### config.mk
export PLATFORM = sky130hd
export DESIGN_NAME = pwm_output_stage_flat
export DESIGN_NICKNAME = d
export VERILOG_FILES = /design/src/rtl/pwm_pkg.sv /design/src/rtl/pwm_output_stage_if.sv /design/src/rtl/pwm_timebase.sv /design/src/rtl/pwm_output_stage.sv /design/src/flat_wrapper.sv
export SDC_FILE = /design/constraint.sdc
export NUM_CORES = 1
export LEC_CHECK = 0
export CORE_MARGIN = 2
export CORE_UTILIZATION = 40
export CTS_BUF_LIST = sky130_fd_sc_hd__clkbuf_16
export DETAILED_ROUTE_END_ITERATION = 16
export PLACE_DENSITY = 0.77
export SLEW_MARGIN = 5
export SYNTH_ARGS = -nofsm -noshare
export SYNTH_HDL_FRONTEND = slang
export SYNTH_HIERARCHICAL = 1
export SYNTH_SLANG_ARGS = --single-unit
export TNS_END_PERCENT = 50
### constraint.sdc
create_clock -name clk -period 2 [get_ports clk]
set_input_delay 0.6 -clock clk [delete_from_list [all_inputs] [get_ports clk]]
set_output_delay 0.6 -clock clk [all_outputs]
set_load 0.005 [all_outputs]
### src/rtl/pwm_pkg.sv
// Shared constants, types and the duty compare for the PWM output stage.
package pwm_pkg;

    localparam int PWM_CNT_W       = 8;
    localparam logic [PWM_CNT_W-1:0] DUTY_FULL = 8'hFF;
    localparam int DEFAULT_CLK_DIV = 13;
    localparam int NUM_OUT         = 16;

    typedef logic [NUM_OUT-1:0] pin_mask_t;

    // Full-scale duty is forced high so there is no 1/256 dropout at the top count.
    function automatic logic pwm_level(input logic [PWM_CNT_W-1:0] cnt,
                                       input logic [PWM_CNT_W-1:0] duty);
        return (duty == DUTY_FULL) || (cnt < duty);
    endfunction

endpackage

### src/rtl/pwm_output_stage_if.sv
// Register-side inputs from the SPI register file and the pin-side outputs.
interface pwm_output_stage_if;
    import pwm_pkg::*;

    logic [7:0] en_reg_out_7_0;
    logic [7:0] en_reg_out_15_8;
    logic [7:0] en_reg_pwm_7_0;
    logic [7:0] en_reg_pwm_15_8;
    logic [7:0] pwm_duty_cycle;
    pin_mask_t  uo_pwm;
    logic       period_start;

    // Plain level interface: register values are held stable by the writer,
    // outputs are registered by the stage; there is no valid/ready handshake.
    modport master (
        output en_reg_out_7_0, en_reg_out_15_8, en_reg_pwm_7_0, en_reg_pwm_15_8,
        output pwm_duty_cycle,
        input  uo_pwm, period_start
    );

    modport slave (
        input  en_reg_out_7_0, en_reg_out_15_8, en_reg_pwm_7_0, en_reg_pwm_15_8,
        input  pwm_duty_cycle,
        output uo_pwm, period_start
    );

endinterface

### src/rtl/pwm_timebase.sv
// Prescaler plus 8-bit PWM counter; flags the last clock of each counter step and period.
module pwm_timebase
    import pwm_pkg::*;
#(
    parameter int CLK_DIV = DEFAULT_CLK_DIV
) (
    input  logic                 clk,
    input  logic                 rst,
    output logic [PWM_CNT_W-1:0] pwm_cnt,
    output logic                 tick,
    output logic                 wrap
);

    localparam int PS_W = (CLK_DIV > 1) ? $clog2(CLK_DIV) : 1;
    localparam logic [PS_W-1:0] PS_LAST = PS_W'(CLK_DIV - 1);

    logic [PS_W-1:0] prescaler;

    assign tick = (prescaler == PS_LAST);
    assign wrap = tick && (pwm_cnt == {PWM_CNT_W{1'b1}});

    always_ff @(posedge clk) begin
        if (rst) begin
            prescaler <= '0;
            pwm_cnt   <= '0;
        end else begin
            prescaler <= tick ? '0 : prescaler + 1'b1;
            if (tick) begin
                pwm_cnt <= pwm_cnt + 1'b1;
            end
        end
    end

endmodule

### src/rtl/pwm_output_stage.sv
// Drives 16 pins static or PWM; duty and PWM-mode are shadowed and swapped at period boundaries.
module pwm_output_stage
    import pwm_pkg::*;
#(
    parameter int CLK_DIV = DEFAULT_CLK_DIV
) (
    input  logic               clk,
    input  logic               rst,
    pwm_output_stage_if.slave  regs
);

    logic [PWM_CNT_W-1:0] pwm_cnt;
    logic                 tick;
    logic                 wrap;
    logic                 shadow_load;

    logic [PWM_CNT_W-1:0] duty_sh;
    pin_mask_t            en_pwm_sh;
    pin_mask_t            en_out;
    pin_mask_t            en_pwm_live;
    pin_mask_t            pin_next;
    pin_mask_t            uo_q;
    logic                 period_start_q;
    logic                 pwm_high;

    pwm_timebase #(.CLK_DIV(CLK_DIV)) u_timebase (
        .clk     (clk),
        .rst     (rst),
        .pwm_cnt (pwm_cnt),
        .tick    (tick),
        .wrap    (wrap)
    );

    assign en_out      = {regs.en_reg_out_15_8, regs.en_reg_out_7_0};
    assign en_pwm_live = {regs.en_reg_pwm_15_8, regs.en_reg_pwm_7_0};

    // wrap only ever asserts on a tick; gating keeps the load tied to a counter step.
    assign shadow_load = tick && wrap;

    always_comb begin
        pwm_high = pwm_level(pwm_cnt, duty_sh);
        pin_next = en_out & (~en_pwm_sh | {NUM_OUT{pwm_high}});
    end

    always_ff @(posedge clk) begin
        if (rst) begin
            duty_sh        <= '0;
            en_pwm_sh      <= '0;
            uo_q           <= '0;
            period_start_q <= 1'b0;
        end else begin
            uo_q           <= pin_next;
            period_start_q <= shadow_load;
            if (shadow_load) begin
                duty_sh   <= regs.pwm_duty_cycle;
                en_pwm_sh <= en_pwm_live;
            end
        end
    end

    assign regs.uo_pwm       = uo_q;
    assign regs.period_start = period_start_q;

endmodule

### src/flat_wrapper.sv
// flat-port wrapper written by rule: the top's interface ports become plain ports
module pwm_output_stage_flat import pwm_pkg::*;
#(
    parameter int CLK_DIV = DEFAULT_CLK_DIV
)
  (clk, rst, regs_en_reg_out_7_0, regs_en_reg_out_15_8, regs_en_reg_pwm_7_0, regs_en_reg_pwm_15_8, regs_pwm_duty_cycle, regs_uo_pwm, regs_period_start);
  pwm_output_stage_if regs_i ();
  input  logic clk;
  input  logic rst;
  input wire logic [$bits(regs_i.en_reg_out_7_0)-1:0] regs_en_reg_out_7_0;
  input wire logic [$bits(regs_i.en_reg_out_15_8)-1:0] regs_en_reg_out_15_8;
  input wire logic [$bits(regs_i.en_reg_pwm_7_0)-1:0] regs_en_reg_pwm_7_0;
  input wire logic [$bits(regs_i.en_reg_pwm_15_8)-1:0] regs_en_reg_pwm_15_8;
  input wire logic [$bits(regs_i.pwm_duty_cycle)-1:0] regs_pwm_duty_cycle;
  output wire logic [$bits(regs_i.uo_pwm)-1:0] regs_uo_pwm;
  output wire logic [$bits(regs_i.period_start)-1:0] regs_period_start;
  assign regs_i.en_reg_out_7_0 = regs_en_reg_out_7_0;
  assign regs_i.en_reg_out_15_8 = regs_en_reg_out_15_8;
  assign regs_i.en_reg_pwm_7_0 = regs_en_reg_pwm_7_0;
  assign regs_i.en_reg_pwm_15_8 = regs_en_reg_pwm_15_8;
  assign regs_i.pwm_duty_cycle = regs_pwm_duty_cycle;
  assign regs_uo_pwm = regs_i.uo_pwm;
  assign regs_period_start = regs_i.period_start;
  pwm_output_stage #(.CLK_DIV(CLK_DIV)) u_core (.clk(clk), .rst(rst), .regs(regs_i));
endmodule
## Word-level counts from Yosys, hierarchy flattened

Index checks and enable logic that the tools add are counted.

| storage, ports and cells | value |
|---|---|
| word-level logic and storage cells | 19 |
| bits in read-only memories | 0 |
| input bits | 42 |
| bits in writable memories | 0 |
| bits in registers | 53 |
| memories | 0 |
| latch bits | 0 |

| cells by class | value |
|---|---|
| muxes and demuxes | 0 |
| magnitude comparators | 1 |
| bitwise gates (word level) | 3 |
| multipliers | 0 |
| divide/modulo/power cells | 0 |
| $add $sub $neg | 2 |
| equality and inequality tests | 3 |
| reductions and logical operators | 4 |
| shifts and indexed selects | 0 |

Operators by type and width:

| kind | count |
|---|---|
| AND 16 bit | 1 |
| equality test 8 bit (second input constant) | 2 |
| NOT 16 bit | 1 |
| OR 16 bit | 1 |
| adder 8 x 1 -> 8 bit (second input constant) | 1 |
| < comparator 8 bit | 1 |
| adder 4 x 1 -> 4 bit (second input constant) | 1 |
| equality test 4 bit (second input constant) | 1 |
| logical AND 1 bit | 2 |
| OR reduction 2 bit | 1 |
| logical OR 1 bit | 1 |

## Longest topological paths before layout

Gate-level depths: netlist of the first run.

| logic depth | value |
|---|---|
| depth in word-level cells | 4 |
| mapped depth | 10 |
| depth with buffers taken out | 7 |

## By module

The synthesis of the first run kept the hierarchy.

Modules (own cells, without submodules):

| module | area an instance (um^2) | cells an instance | times used | sequential area each (um^2) |
|---|---|---|---|---|
| pwm_output_stage | 1581.5 | 185 | 1 | 820.8 |
| pwm_timebase | 531.8 | 60 | 1 | 240.2 |

## Least setup slack after synthesis of the first run

Ideal clock, no wire load.

| timing | value |
|---|---|
| path type | reg2reg |
| from | reg u_core.u_timebase.prescaler[0] |
| to | reg u_core.duty_sh[6] |
| required time | 1930 ps |
| path buffers | 3 |
| data arrival time | 1804 ps |
| setup slack | 125 ps |
| stages on the path, launching flop included | 11 |
| setup time | 70 ps |
| path through | dfxtp_1 inv_1 ha_1 nand4_1 buf_2 nor3_1 and2_1 clkbuf_1 clkbuf_1 nand2_1 a21oi_1 |

| on the way | value |
|---|---|
| cells in the longest elaborated chain, start to end | 3 |

Ends and longest elaborated chain:

| element | line | RTL |
|---|---|---|
| start, declared | pwm_timebase.sv:17 | `logic [PS_W-1:0] prescaler;` |
| start signal, assigned | pwm_timebase.sv:27 | `prescaler <= tick ? '0 : prescaler + 1'b1;` |
| equality test 4 bit | pwm_timebase.sv:19 | `assign tick = (prescaler == PS_LAST);` |
| logical AND 1 bit | pwm_timebase.sv:20 | `assign wrap = tick && (pwm_cnt == {PWM_CNT_W{1'b1}});` |
| net u_core.wrap | pwm_output_stage.sv:14 | `logic wrap;` |
| logical AND 1 bit | pwm_output_stage.sv:38 | `assign shadow_load = tick && wrap;` |
| end signal, assigned | pwm_output_stage.sv:55 | `duty_sh <= regs.pwm_duty_cycle;` |
| end, declared | pwm_output_stage.sv:17 | `logic [PWM_CNT_W-1:0] duty_sh;` |

The timed path passes the listed nets, and every way through them passes these cells.
A chain may end at the register's enable or synchronous reset.

## Final worst setup path of the first run

| timing | value |
|---|---|
| from | reg u_core.uo_q[9], in the netlist u_core/regs.uo_pwm[9] |
| to | out regs_uo_pwm[9] |

RTL lines:

| element | line | RTL |
|---|---|---|
| start, declared | pwm_output_stage.sv:22 | `pin_mask_t uo_q;` |
| start signal, assigned | pwm_output_stage.sv:52 | `uo_q <= pin_next;` |
| end, declared | flat_wrapper.sv:15 | `output wire logic [$bits(regs_i.uo_pwm)-1:0] regs_uo_pwm;` |

No word-level cell between the ends.

==> Flow_metrics.wiki, run 1 <==
{| class="wikitable"
! Metric !! Value
|-
| GRT Overall Usage || 0.1649
|-
| Final setup margin || 0.2734 ns
|-
| Combinational group share of total power || 0.083
|-
| N_diodes || 0
|-
| Clock root cell || clkbuf_16
|-
| Yosys warning count || 6
|-
| Flops & latches, synth || 53
|-
| Number of cell instances on the worst register-to-register path || 8
|-
| Hold Fails Final Rpt || 0
|-
| Startpoint class of the critical path || flip-flop
|-
| CTS H-tree lvls || 2
|-
| Top Ports || 59
|-
| Leakage || 0.001031 uW
|-
| Relative contribution of sequential cells to total power || 0.519
|-
| Worst Hold Path EP || u_core/regs.uo_pwm[12]
|-
| Wire length per cell after detailed routing || 12.43 microns
|-
| Power per standard cell area || 715.3 nW/um^2
|-
| RR Endpoint || u_core/en_pwm_sh[14]
|-
| HPWL after detailed placement || 3178 microns
|-
| Reported net switching power || 434.1 uW
|-
| DRT iter0 DRCs || 133
|-
| Largest delay share family, worst path || buffers and inverters
|-
| Start point of the worst hold path || u_core/en_pwm_sh[12]
|-
| Endpoint required time on the critical path || 1.40 ns
|-
| Hold Path Class || flip-flop to flip-flop
|-
| CP max stage cell || clkdlybuf4s50_1
|-
| Register-to-Register Setup Slack || 0.30 ns
|-
| Layout cell share with drive strength beyond 1 || 0.05281
|-
| Quantity of hold-fixing buffers added after cts || 0
|-
| Floorplan die width || 76.69 microns
|-
| Clock latency reported for the late side of the worst-skew pair || 0.29 ns
|-
| Count of cells along the worst hold path || 1
|-
| Crit path arrival time || 1.13 ns
|-
| Type of the worst setup path || flip-flop to output pin
|-
| Vias per std cell || 4.799
|-
| Yosys top cell area share || 0.5021
|-
| Total power || 2095 uW
|-
| Clk buf depth || 2
|-
| Sequential element share of the synthesized area || 0.5021
|-
| Initial standard-cell utilization of the core || 0.4138
|-
| Time the worst path needs with I/O delays and setup || 1.727 ns
|-
| Floorplan core area || 5107 sq um
|-
| First-pass detailed-route iteration total || 4
|-
| Detailed-route wire length || 4635 microns
|-
| Number of cells produced by synthesis || 245
|-
| Setup Total Neg Slack || 0 ns
|-
| Internal Dissipation || 1661 uW
|-
| Antenna violations before repair || 0
|-
| Critical path's largest stage delay || 0.51 ns
|-
| Routability-driven placement congestion ratio || 0.7838
|-
| List of cells traversed by the critical path || clkdlybuf4s50_1
|-
| Wire length of the first global-routing pass || 7831 microns
|-
| Die Footprint || 5881 sq um
|-
| Reported max-cap violation count || 0
|-
| Port Buffers || 58
|-
| CTS tree || yes
|-
| DR DRC count || 0
|-
| Number of nets with antenna violations after routing || 0
|-
| CP endpoint kind || output pin
|-
| Post-Synthesis Mean Instance Area || 8.626 sq um
|-
| Net Count, Synth || 297
|-
| Switching part of the total power || 0.2072
|-
| Post-cts gate resize count || 0
|-
| Tcrit/Tclk final || 0.8633
|-
| Top cells by area in the synthesized netlist || dfxtp_1, a21oi_1, nand2_1, ha_1, nand2b_1
|-
| Setup slack at placement || 0.3206 ns
|-
| TritonCTS sink count || 53
|-
| Area growth from synthesis to layout || 38.60%
|-
| Clock slew at reported path FFs || 0.07 ns
|-
| Reg-to-reg startpoint || u_core/u_timebase/prescaler[0]
|-
| Max-slew violation total from the final report || 0
|-
| Layout net count || 354
|-
| Post-synthesis cell type with the largest combined area || dfxtp_1
|-
| Cts bufs inserted || 5
|-
| Highest fanout seen on the critical path || 1
|-
| Total standard cell area after synthesis || 2113 sq um
|-
| Clock Skews || 0.004686 ns
|-
| Count of cell types in the netlist || 28
|-
| Post-CTS Setup Repair Bufs || 0
|-
| Vias after detailed routing || 1,790
|-
| Placement row count || 26
|-
| Relative slew margins || 0.8017
|-
| Die span in y || 76.69 microns
|-
| Grt ovf || 0
|-
| Crit path buffers/inverters || 1
|-
| Vias in the first global route || 1,804
|-
| Achievable clock frequency || 0.5792 GHz
|-
| Run status || finished clean
|-
| Clock power frac || 0.398
|-
| VDD IR-drop max || 0.3986 mV
|-
| Transition time of the tightest slew-check pin || 0.2975 ns
|-
| Final setup violation count || 0
|-
| Setup repair after global routing missed its margin || false
|-
| Pin count of the biggest net entering global routing || 54
|}
logic make-up after synthesis:
| family | count (synthesis) | synth area share |
|---|---|---|
| multiplexers | 1 | 0.004737 |
| XOR/XNOR | 3 | 0.01244 |
| buffers and inverters | 23 | 0.04500 |
| AO/OA/AOI/OAI | 60 | 0.1634 |
| flip-flops | 53 | 0.5021 |
| adder cells (fa/ha/maj) | 10 | 0.05921 |
| AND/OR/NAND/NOR | 95 | 0.2131 |
flip-flops by register name, summed over array words and instances (netlist names):
| register | flops |
|---|---|
| u_core/u_timebase/pwm_cnt | 8 |
| u_core/regs.uo_pwm | 16 |
| u_core/u_timebase/prescaler | 4 |
| u_core/duty_sh | 8 |
| u_core/regs.period_start | 1 |
| u_core/en_pwm_sh | 16 |
cell type report:
cell class | instances | area [sq um]
fillers | 495 | 2178
well taps | 70 | 87.58
inverters | 10 | 37.54
flip-flops and latches | 53 | 1061
clock buffers | 5 | 125.1
multi-input cells | 169 | 957.2
clock inverters | 3 | 17.52
repair buffers | 63 | 643.1
routing by layer:
| layer | wire, microns | share of wire | GRT usage |
|---|---|---|---|
| met1 | 2026 | 0.44 | 0.1932 |
| met2 | 2301 | 0.50 | 0.2833 |
| met3 | 250 | 0.054 | 0.05294 |
| met4 | 56 | 0.012 | 0.05636 |
| met5 | 0 | 0 | 0 |
power groups by stage:
| stage | registers, uW | clock network [uW] | logic [uW] |
|---|---|---|---|
| global placement | 1110 | 0 | 170 |
| floorplan | 1110 | 0 | 42.5 |
| detailed placement | 1110 | 0 | 174 |
| CTS | 1090 | 850 | 175 |
| global route | 1090 | 883 | 188 |
| finish | 1090 | 834 | 173 |
cell usage in the layout, fill, tap and decap left out, types with 2 or more instances in the layout:
cell type / n
clkdlybuf4s50_1: 58
nand2_1: 54
dfxtp_1: 53
a21oi_1: 49
nand2b_1: 17
inv_1: 11
ha_1: 10
nand4_1: 7
clkbuf_16: 5
nor2_1: 5
o21ai_0: 4
buf_4: 3
nor3_1: 3
or4_1: 3
o21a_1: 2
buf_12: 2
or3_1: 2
o31ai_1: 2
xnor2_1: 2
Yosys cell counts (all sizes together):
cell and instances:
a2111oi 1, clkbuf 10, or3 3, dfxtp 53
and2 1, nor2 5, inv 10, and3 1
o21a 2, or4 3, o32ai 1, mux2i 1
nand4 7, nand2 54, buf 3, o21ai 4
a21oi 49, nand2b 17, nor3 3, xnor2 2
ha 10, xor2 1, o31ai 2, o22ai 1
nor3b 1
through the flow:
stage | hold WS [ns] | instances | util | cell area [sq um]
4_1_cts | 0.4254 | 373 | 0.5735 | 2929
5_1_grt | 0.4413 | 373 | 0.5735 | 2929
3_3_place_gp | 0.4094 | 365 | 0.5456 | 2786
6_report | 0.4234 | 373 | 0.5735 | 2929
2_1_floorplan | 0.4033 | 245 | - | 2113
3_5_place_dp | 0.4160 | 365 | 0.5456 | 2786
worst max path at each step:
stage                                    from                endpoint  slack [ns]  cells after the start
2_1_floorplan  u_core/u_timebase/prescaler[0]       u_core/duty_sh[6]        0.13                     10
3_3_place_gp                              rst  u_core/regs.uo_pwm[12]        0.35                      4
3_5_place_dp                              rst   u_core/regs.uo_pwm[9]        0.32                      4
4_1_cts                 u_core/regs.uo_pwm[9]          regs_uo_pwm[9]        0.26                      1
5_1_grt        u_core/u_timebase/prescaler[0]     u_core/en_pwm_sh[4]        0.14                      8
6_report                u_core/regs.uo_pwm[9]          regs_uo_pwm[9]        0.27                      1
No activity file was read; power rests on OpenSTA's default activity.
==> run 2, diff against run 1 <==
- CORE_UTILIZATION: 40 -> 42
- PLACE_DENSITY: 0.77 -> 0.83
==> run 2 against run 1 <==
Against the previous run:
- core utilization rose by 3.6 points
- clock power is 4.4% lower
- worst hold slack is essentially flat
- critical path depth stayed put
- setup slack better by 0.017 ns
- critical endpoint is now regs_uo_pwm[11]
- largest cell class unchanged
- largest power group unchanged
==> Flow_metrics.wiki, run 2 (same netlist as run 1, synthesis figures left out) <==
{| class="wikitable"
! Metric !! Value
|-
| Type of the worst setup path || flip-flop to output pin
|-
| Clock root cell || clkbuf_16
|-
| Area growth from synthesis to layout || 38.13%
|-
| Wire length of the first global-routing pass || 7810 microns (-0.27%)
|-
| Hold Fails Final Rpt || 0 (unchanged)
|-
| Clock Skews || 0.005199 ns (+0.0005133 ns)
|-
| TritonCTS sink count || 53 (unchanged)
|-
| Setup Total Neg Slack || 0 ns (unchanged)
|-
| Layout net count || 354 (unchanged)
|-
| DR DRC count || 0 (unchanged)
|-
| CTS tree || yes
|-
| Floorplan die width || 74.94 microns (-2.3%)
|-
| Quantity of hold-fixing buffers added after cts || 0 (unchanged)
|-
| Initial standard-cell utilization of the core || 0.4416 (+0.02780)
|-
| Stages on worst setup path || 1 (unchanged)
|-
| Routability-driven placement congestion ratio || 0.8193 (+4.5%)
|-
| Crit path arrival time || 1.11 ns (-0.02 ns)
|-
| Wire length per cell after detailed routing || 12.73 microns (+2.5%)
|-
| VDD IR-drop max || 0.4698 mV (+18%)
|-
| Largest delay share family, worst path || buffers and inverters
|-
| Cts bufs inserted || 5 (unchanged)
|-
| Max-slew violation total from the final report || 0 (unchanged)
|-
| Start point of the critical path || u_core/regs.uo_pwm[11]
|-
| Top Ports || 59 (unchanged)
|-
| Register-to-Register Setup Slack || 0.33 ns (+0.03 ns)
|-
| Clock latency reported for the late side of the worst-skew pair || 0.28 ns (about the same)
|-
| First-pass detailed-route iteration total || 4 (unchanged)
|-
| Vias per std cell || 5.019 (+4.6%)
|-
| Placement row count || 25 (-3.8%)
|-
| Post-CTS Setup Repair Bufs || 0 (unchanged)
|-
| Pin count of the biggest net entering global routing || 54 (unchanged)
|-
| Tcrit/Tclk final || 0.8550 (-0.008293)
|-
| Endpoint required time on the critical path || 1.40 ns (about the same)
|-
| Crit path buffers/inverters || 1 (unchanged)
|-
| Die span in y || 74.94 microns (-2.3%)
|-
| Die Footprint || 5615 sq um (-4.5%)
|-
| Vias after detailed routing || 1,852 (+3.5%)
|-
| Floorplan core area || 4786 sq um (-6.3%)
|-
| List of cells traversed by the critical path || clkdlybuf4s50_1
|-
| GRT Overall Usage || 0.1795 (+0.01454)
|-
| Port Buffers || 58 (unchanged)
|-
| Clk buf depth || 2 (unchanged)
|-
| Hold Path Class || flip-flop to flip-flop
|-
| Leading cell type in the layout, fill and taps excluded || clkdlybuf4s50_1
|-
| CP endpoint || regs_uo_pwm[11]
|-
| Reg-to-reg startpoint || u_core/u_timebase/prescaler[0]
|-
| Post-layout util || 0.6099 (+0.03644)
|-
| Clock slew at reported path FFs || 0.06 ns (about the same)
|-
| Number of nets with antenna violations after routing || 0 (unchanged)
|-
| Grt ovf || 0 (unchanged)
|-
| Setup repair after global routing missed its margin || false
|-
| Run status || finished clean
|-
| DRT iter0 DRCs || 117 (-12%)
|-
| Reported max-cap violation count || 0 (unchanged)
|-
| Power per standard cell area || 705.5 nW/um^2 (-1.4%)
|-
| Relative slew margins || 0.8169 (+0.01523)
|-
| Leakage || 0.001019 uW (-1.2%)
|-
| Worst hold slack || 0.4235 ns (+0.00009000 ns)
|-
| N_diodes || 0 (unchanged)
|-
| Post-cts gate resize count || 0 (unchanged)
|-
| Startpoint class of the critical path || flip-flop
|-
| Antenna violations before repair || 0 (unchanged)
|-
| CP max stage cell || clkdlybuf4s50_1
|-
| Highest fanout seen on the critical path || 1 (unchanged)
|-
| Number of cell instances on the worst register-to-register path || 7 (-1)
|-
| CP endpoint kind || output pin
|-
| Detailed-route wire length || 4698 microns (+1.4%)
|-
| Transition time of the tightest slew-check pin || 0.2747 ns (-0.02284 ns)
|-
| RR Endpoint || u_core/en_pwm_sh[6]
|-
| Achievable clock frequency || 0.5848 GHz (+0.97%)
|-
| Vias in the first global route || 1,827 (+1.3%)
|-
| Commonest cells after routing, fill and taps aside || clkdlybuf4s50_1, nand2_1, dfxtp_1
|-
| Final setup violation count || 0 (unchanged)
|-
| HPWL after detailed placement || 3395 microns (+6.8%)
|-
| Critical path's largest stage delay || 0.50 ns (about the same)
|-
| Layout cell share with drive strength beyond 1 || 0.04967 (-0.003136)
|-
| CTS H-tree lvls || 2 (unchanged)
|-
| Time the worst path needs with I/O delays and setup || 1.710 ns (-0.01659 ns)
|}
[run 2: changes by cell type in the layout (fill, tap and decap cells not counted), sizes merged]
cell and delta:
clkinvlp +1, inv -2
[run 2: cell type report]
class / count / area, sq um
clock buffers: 5 / 125.1
well taps: 67 / 83.83
flip-flops and latches: 53 / 1061
fillers: 397 / 1867
repair buffers: 63 / 643.1
multi-input cells: 169 / 957.2
clock inverters: 2 / 11.26
inverters: 10 / 37.54
[run 2: worst reg2reg max path, cell delays in order, from the launching register on]
cell and delay [ns]:
dfxtp_1 0.39, inv_1 0.07, ha_1 0.23, and3_2 0.28
nand2_1 0.08, buf_4 0.27, nand2_1 0.10, a21oi_1 0.17
[run 2: report_power, final]
part / internal [uW] / switching (uW)
combinational: 122 / 52.4
clock: 452 / 345
sequential: 1080 / 10.2
total: 1650 / 408
[run 2: worst min-delay path by stage]
stage	from	to	slack (ns)	depth (start not counted)
floorplan	u_core/en_pwm_sh[0]	u_core/regs.uo_pwm[0]	0.40	1
global placement	u_core/en_pwm_sh[13]	u_core/regs.uo_pwm[13]	0.41	1
detailed placement	u_core/en_pwm_sh[4]	u_core/regs.uo_pwm[4]	0.42	1
CTS	u_core/en_pwm_sh[4]	u_core/regs.uo_pwm[4]	0.43	1
global route	u_core/en_pwm_sh[7]	u_core/regs.uo_pwm[7]	0.45	1
finish	u_core/en_pwm_sh[4]	u_core/regs.uo_pwm[4]	0.42	1
[run 2: per-stage QoR]
step | instance area [sq um] | power (uW) | instances | worst slack [ns]
after detailed placement | 2783 | 1286 | 362 | 0.3305
after CTS | 2919 | 2081 | 369 | 0.2820
final | 2919 | 2059 | 369 | 0.2900
after global placement | 2783 | 1283 | 362 | 0.3515
after global routing | 2919 | 2137 | 369 | 0.1441
after floorplan | 2113 | 1155 | 245 | 0.1251
[run 2: metal layers]
| layer | vias up | share of wire | GRT usage |
|---|---|---|---|
| li1 | 936 | - | - |
| met1 | 861 | 0.43 | 0.2154 |
| met2 | 51 | 0.51 | 0.3177 |
| met3 | 4 | 0.054 | 0.04284 |
| met4 | 0 | 0.011 | 0.05357 |
| met5 | - | 0 | 0 |
